[config.mk]
export PLATFORM = sky130hd
export DESIGN_NAME = masked_and_driver
export DESIGN_NICKNAME = d
export VERILOG_FILES = /design/src/rtl/masked_and_driver.sv
export SDC_FILE = /design/constraint.sdc
export NUM_CORES = 1
export LEC_CHECK = 0
export CAP_MARGIN = 20
export CORE_UTILIZATION = 60
export DETAILED_ROUTE_END_ITERATION = 8
export DONT_BUFFER_PORTS = 1
export GPL_ROUTABILITY_DRIVEN = 0
export PLACE_DENSITY = 0.76
export SYNTH_ARGS = -nofsm -noshare
export SYNTH_HDL_FRONTEND = slang
export SYNTH_SLANG_ARGS = --single-unit
[constraint.sdc]
create_clock -name clk -period 2.05 [get_ports clk]
set_input_delay 0.41 -clock clk [delete_from_list [all_inputs] [get_ports clk]]
set_output_delay 0.41 -clock clk [all_outputs]
set_load 0.02 [all_outputs]
[src/rtl/masked_and_driver.sv]
// masked_and_driver: runs one first-order masked AND through an external two-share
// gadget, using fresh LFSR masks per operation and a bounded wait for the gadget.
module masked_and_driver #(
    parameter int          D       = 2,
    parameter logic [15:0] SEED    = 16'hACE1,
    parameter int          TIMEOUT = 8
) (
    input  logic                 clk,
    input  logic                 rst,
    input  logic                 start,
    input  logic                 a,
    input  logic                 b,
    output logic [0:D-1]         ina,
    output logic [0:D-1]         inb,
    output logic [0:D*(D-1)/2-1] rin,
    output logic                 AndEnable,
    input  logic                 AndDone,
    input  logic [0:D-1]         out_sh,
    output logic                 busy,
    output logic                 done,
    output logic                 result,
    output logic                 err
);
    localparam int CW = $clog2(TIMEOUT + 1);

    typedef enum logic [2:0] {
        IDLE,
        MASK,
        RUN,
        UNMASK,
        DONE,
        ERR
    } state_t;

    state_t        state;
    state_t        state_d;
    logic [15:0]   lfsr;
    logic          lfsr_fb;
    logic [CW-1:0] cnt;
    logic [CW-1:0] cnt_inc;
    logic          timeout_hit;
    logic          a_q;
    logic          b_q;
    logic [0:D-1]  cap;

    // Taps 16,14,13,11 expressed on a register that shifts toward bit 0.
    assign lfsr_fb     = lfsr[0] ^ lfsr[2] ^ lfsr[3] ^ lfsr[5];
    assign cnt_inc     = cnt + CW'(1);
    assign timeout_hit = (cnt_inc == CW'(TIMEOUT));

    always_ff @(posedge clk or posedge rst) begin
        if (rst) begin
            state <= IDLE;
        end else begin
            state <= state_d;
        end
    end

    always_comb begin
        state_d = state;
        busy    = (state != IDLE);
        done    = (state == DONE);
        case (state)
            IDLE: begin
                if (start) begin
                    state_d = MASK;
                end
            end
            MASK: begin
                state_d = RUN;
            end
            RUN: begin
                if (AndDone) begin
                    state_d = UNMASK;
                end else if (timeout_hit) begin
                    state_d = ERR;
                end
            end
            UNMASK: begin
                state_d = DONE;
            end
            DONE: begin
                state_d = IDLE;
            end
            ERR: begin
                state_d = ERR;
            end
            default: begin
                state_d = IDLE;
            end
        endcase
    end

    always_ff @(posedge clk or posedge rst) begin
        if (rst) begin
            lfsr <= SEED;
        end else begin
            lfsr <= {lfsr_fb, lfsr[15:1]};
        end
    end

    // Plain operands live only in a_q/b_q; the gadget only ever sees them XORed with a mask.
    always_ff @(posedge clk or posedge rst) begin
        if (rst) begin
            ina       <= '0;
            inb       <= '0;
            rin       <= '0;
            AndEnable <= 1'b0;
            cnt       <= '0;
            cap       <= '0;
            a_q       <= 1'b0;
            b_q       <= 1'b0;
            result    <= 1'b0;
            err       <= 1'b0;
        end else begin
            case (state)
                IDLE: begin
                    if (start) begin
                        a_q <= a;
                        b_q <= b;
                    end
                end
                MASK: begin
                    ina       <= {a_q ^ lfsr[0], lfsr[0]};
                    inb       <= {b_q ^ lfsr[1], lfsr[1]};
                    rin       <= lfsr[2];
                    cnt       <= '0;
                    AndEnable <= 1'b1;
                end
                RUN: begin
                    cnt <= cnt_inc;
                    if (AndDone) begin
                        cap       <= out_sh;
                        AndEnable <= 1'b0;
                    end else if (timeout_hit) begin
                        AndEnable <= 1'b0;
                        err       <= 1'b1;
                    end
                end
                UNMASK: begin
                    result <= cap[0] ^ cap[1];
                    ina    <= '0;
                    inb    <= '0;
                    rin    <= '0;
                    a_q    <= 1'b0;
                    b_q    <= 1'b0;
                end
                default: begin
                end
            endcase
        end
    end

endmodule
==> results.toml <==
[synthesis]
yosysWarnings = 0
synthCells = 116
synth_nets = 125
synthTopCellsByCount = "27 x dfrtp_1, 8 x dfstp_2, 6 x a22o_1, 6 x nand2_1"
yosysTopAreaCell = "dfrtp_1"
yosys-top-cells-area = "dfrtp_1 46%, dfstp_2 14%, a22o_1 3.6%, xor2_1 2.4%, nand2b_1 2.1%"
synthMostInstantiatedCell = "dfrtp_1"
syn-cell-area_um2 = 1470
ys_ff_latch = 35
ys_seq_area_share_pct = 60.4
yosysUniqueCellTypes = 41
synthFlopType = "dfrtp_1"
synth_edf_count = 0
synth-async-reset-ratio_pct = 100
syn_avg_cell_area_um2 = 12.7
synth_top_cell_area_share_pct = 46.0

[hold_path]
hp-class = "input pin to async pin"

[drt]
ant_nets = 0
routed_wl_mm = 2.26
post-route-drc-count = 0
dr.pass1.iters = 4
first_iter_violations = 11
vias = 878
via_per_inst = 5.89
routedWlPerCell_um = 15.2

[setup_path]
r2r_slack_ns = 0.47
r2r-start = "state[1]"
worstPathRequired_ns = 1.64
crit_path_end_kind = "primary output"
path_cells = "or3_1"
critPathMaxStageDelay_ns = 0.59
path_delay_family = "flip-flops"
startpoint_type = "register"
cp_slowest_cell = "dfrtp_1"
path_class = "register to primary output"
critPathArrivalTime_ns = 1.42
worstRegToRegCells = 3
cp_max_fo = 19
path_buf_inv = 0
rr_endpoint = "cap[0]"

[cells_and_area]
diodes = 0
nFillCells = 174
final_core_util_pct = 68.4
fin_area_um2 = 1540
layout-drive-gt1-share_pct = 19.0
fin_nets = 129
syn_to_final_growth_pct = 5.12

[grt]
grt_antenna_before_repair = 0
grt_pass1_vias = 881
grt_usage_pct = 21.7
grt_pass1_wl_mm = 3.93
grt-ovfl-total = 0
grt_max_degree = 36

[status]
status = "completed"

[power_and_ir_drop]
p_leak_nw = 0.712
power.density_nw_per_um2 = 1310
peakVddDrop_mv = 0.868

[sta]
slew_violations = 0
slew_headroom_pct = 63.2
clock_skew_ns = 0.0120
layout_setup_ws_ns = 0.217
finalSetupViolations = 0
fin_tns_setup_ns = 0
period_share_pct = 89.4
finalHoldViolCount = 0
fmax_mhz = 546
fin_crit_ns = 1.83
tightestPinTransition_ns = 0.552
holdWs_ns = 0.0389
rsz0062_at_grt = "false"

[clocking]
clk_latency_ns = 0.33
clk_root_buffer_cell = "clkbuf_4"
cts.path.max_buffers = 2
cts_hold_buf = 0
cts_sinks = 35
post_cts_buffers = 0
cts_resized = 0
numCtsBuffers = 5
cts-htree-levels = 2
cts_tree = "built"
clk_pin_slew_ns = 0.11

[floorplanning]
die_h_um = 51.5
start_util_pct = 65.1
coreArea_um2 = 2250
dieArea_um2 = 2650
pin_count = 18
die_w_um = 51.5
rows = 17

[placed_design]
port_buffers = 0
dp_slack_ns = 0.475
place_area_um2 = 1490
dp_hpwl_mm = 1.50

[job]
drv_cap = 0
==> placed cells by master (no fill, tap or decap), types with 4 or more instances in the layout <==
master / synthesis / routed
nand2_1: 6 / 6
xor2_1: 4 / 4
nor2_1: 4 / 4
inv_1: 4 / 4
nand2b_1: 5 / 5
o21ai_1: 4 / 4
clkbuf_4: 0 / 5
dfrtp_1: 27 / 27
dfstp_2: 8 / 8
a22o_1: 6 / 6
==> cell type report <==
type	count	area (um^2)	area share, %
sequential	35	886	57.4
multi-input combinational	71	531	34.4
clock buffer	6	41.3	2.68
tap	28	35.0	2.27
timing repair buffer	3	22.5	1.46
inverter	4	15.0	0.973
clock inverter	2	12.5	0.811
==> registers in the layout (all words and copies together), names as in the netlist, 2 cells and up <==
| signal | flops |
|---|---|
| cap | 2 |
| cnt | 4 |
| ina | 2 |
| inb | 2 |
| lfsr | 16 |
| state | 3 |
==> logic make-up (layout without fill, tap and decap cells) <==
kind of cell / count (synthesis) / in the layout / synth area share, %
compound gates: 26 / 26 / 13.7
mux: 4 / 4 / 3.58
simple gates: 33 / 33 / 13.8
xor+xnor: 7 / 7 / 4.18
buf+inv: 10 / 15 / 3.49
fa+ha+maj: 1 / 1 / 0.852
flops: 35 / 35 / 60.4
==> layer usage <==
layer	global-route usage [%]	up-vias	share of wire (%)
met5	0	-	0
met4	9.46	0	1.7
met3	8.63	6	5.3
met2	31.2	23	45
met1	28.9	431	48
li1	-	418	-
==> where the power goes <==
part           switching [W]  internal [W]
Sequential          0.000245      0.000815
Clock               0.000220      0.000132
Combinational       0.000284      0.000329
Total               0.000749       0.00128
==> how the worst max path moves through the flow <==
stage / startpoint / to / slack [ns] / depth (start not counted)
2_1_floorplan: state[0] / done / 0.47 / 3
3_3_place_gp: state[1] / cap[1] / 0.51 / 3
3_5_place_dp: state[1] / cap[1] / 0.47 / 3
4_1_cts: state[0] / busy / 0.20 / 1
5_1_grt: state[0] / busy / 0.10 / 1
6_report: state[0] / busy / 0.22 / 1
==> through the flow <==
| stage | total power [W] | std cells |
|---|---|---|
| after global routing | 0.00217 | 149 |
| final | 0.00202 | 149 |
| after global placement | 0.00166 | 141 |
| after detailed placement | 0.00169 | 141 |
| after CTS | 0.00205 | 149 |
| after floorplan | 0.00159 | 116 |
Note: power is estimated with default switching activity, not from simulation.
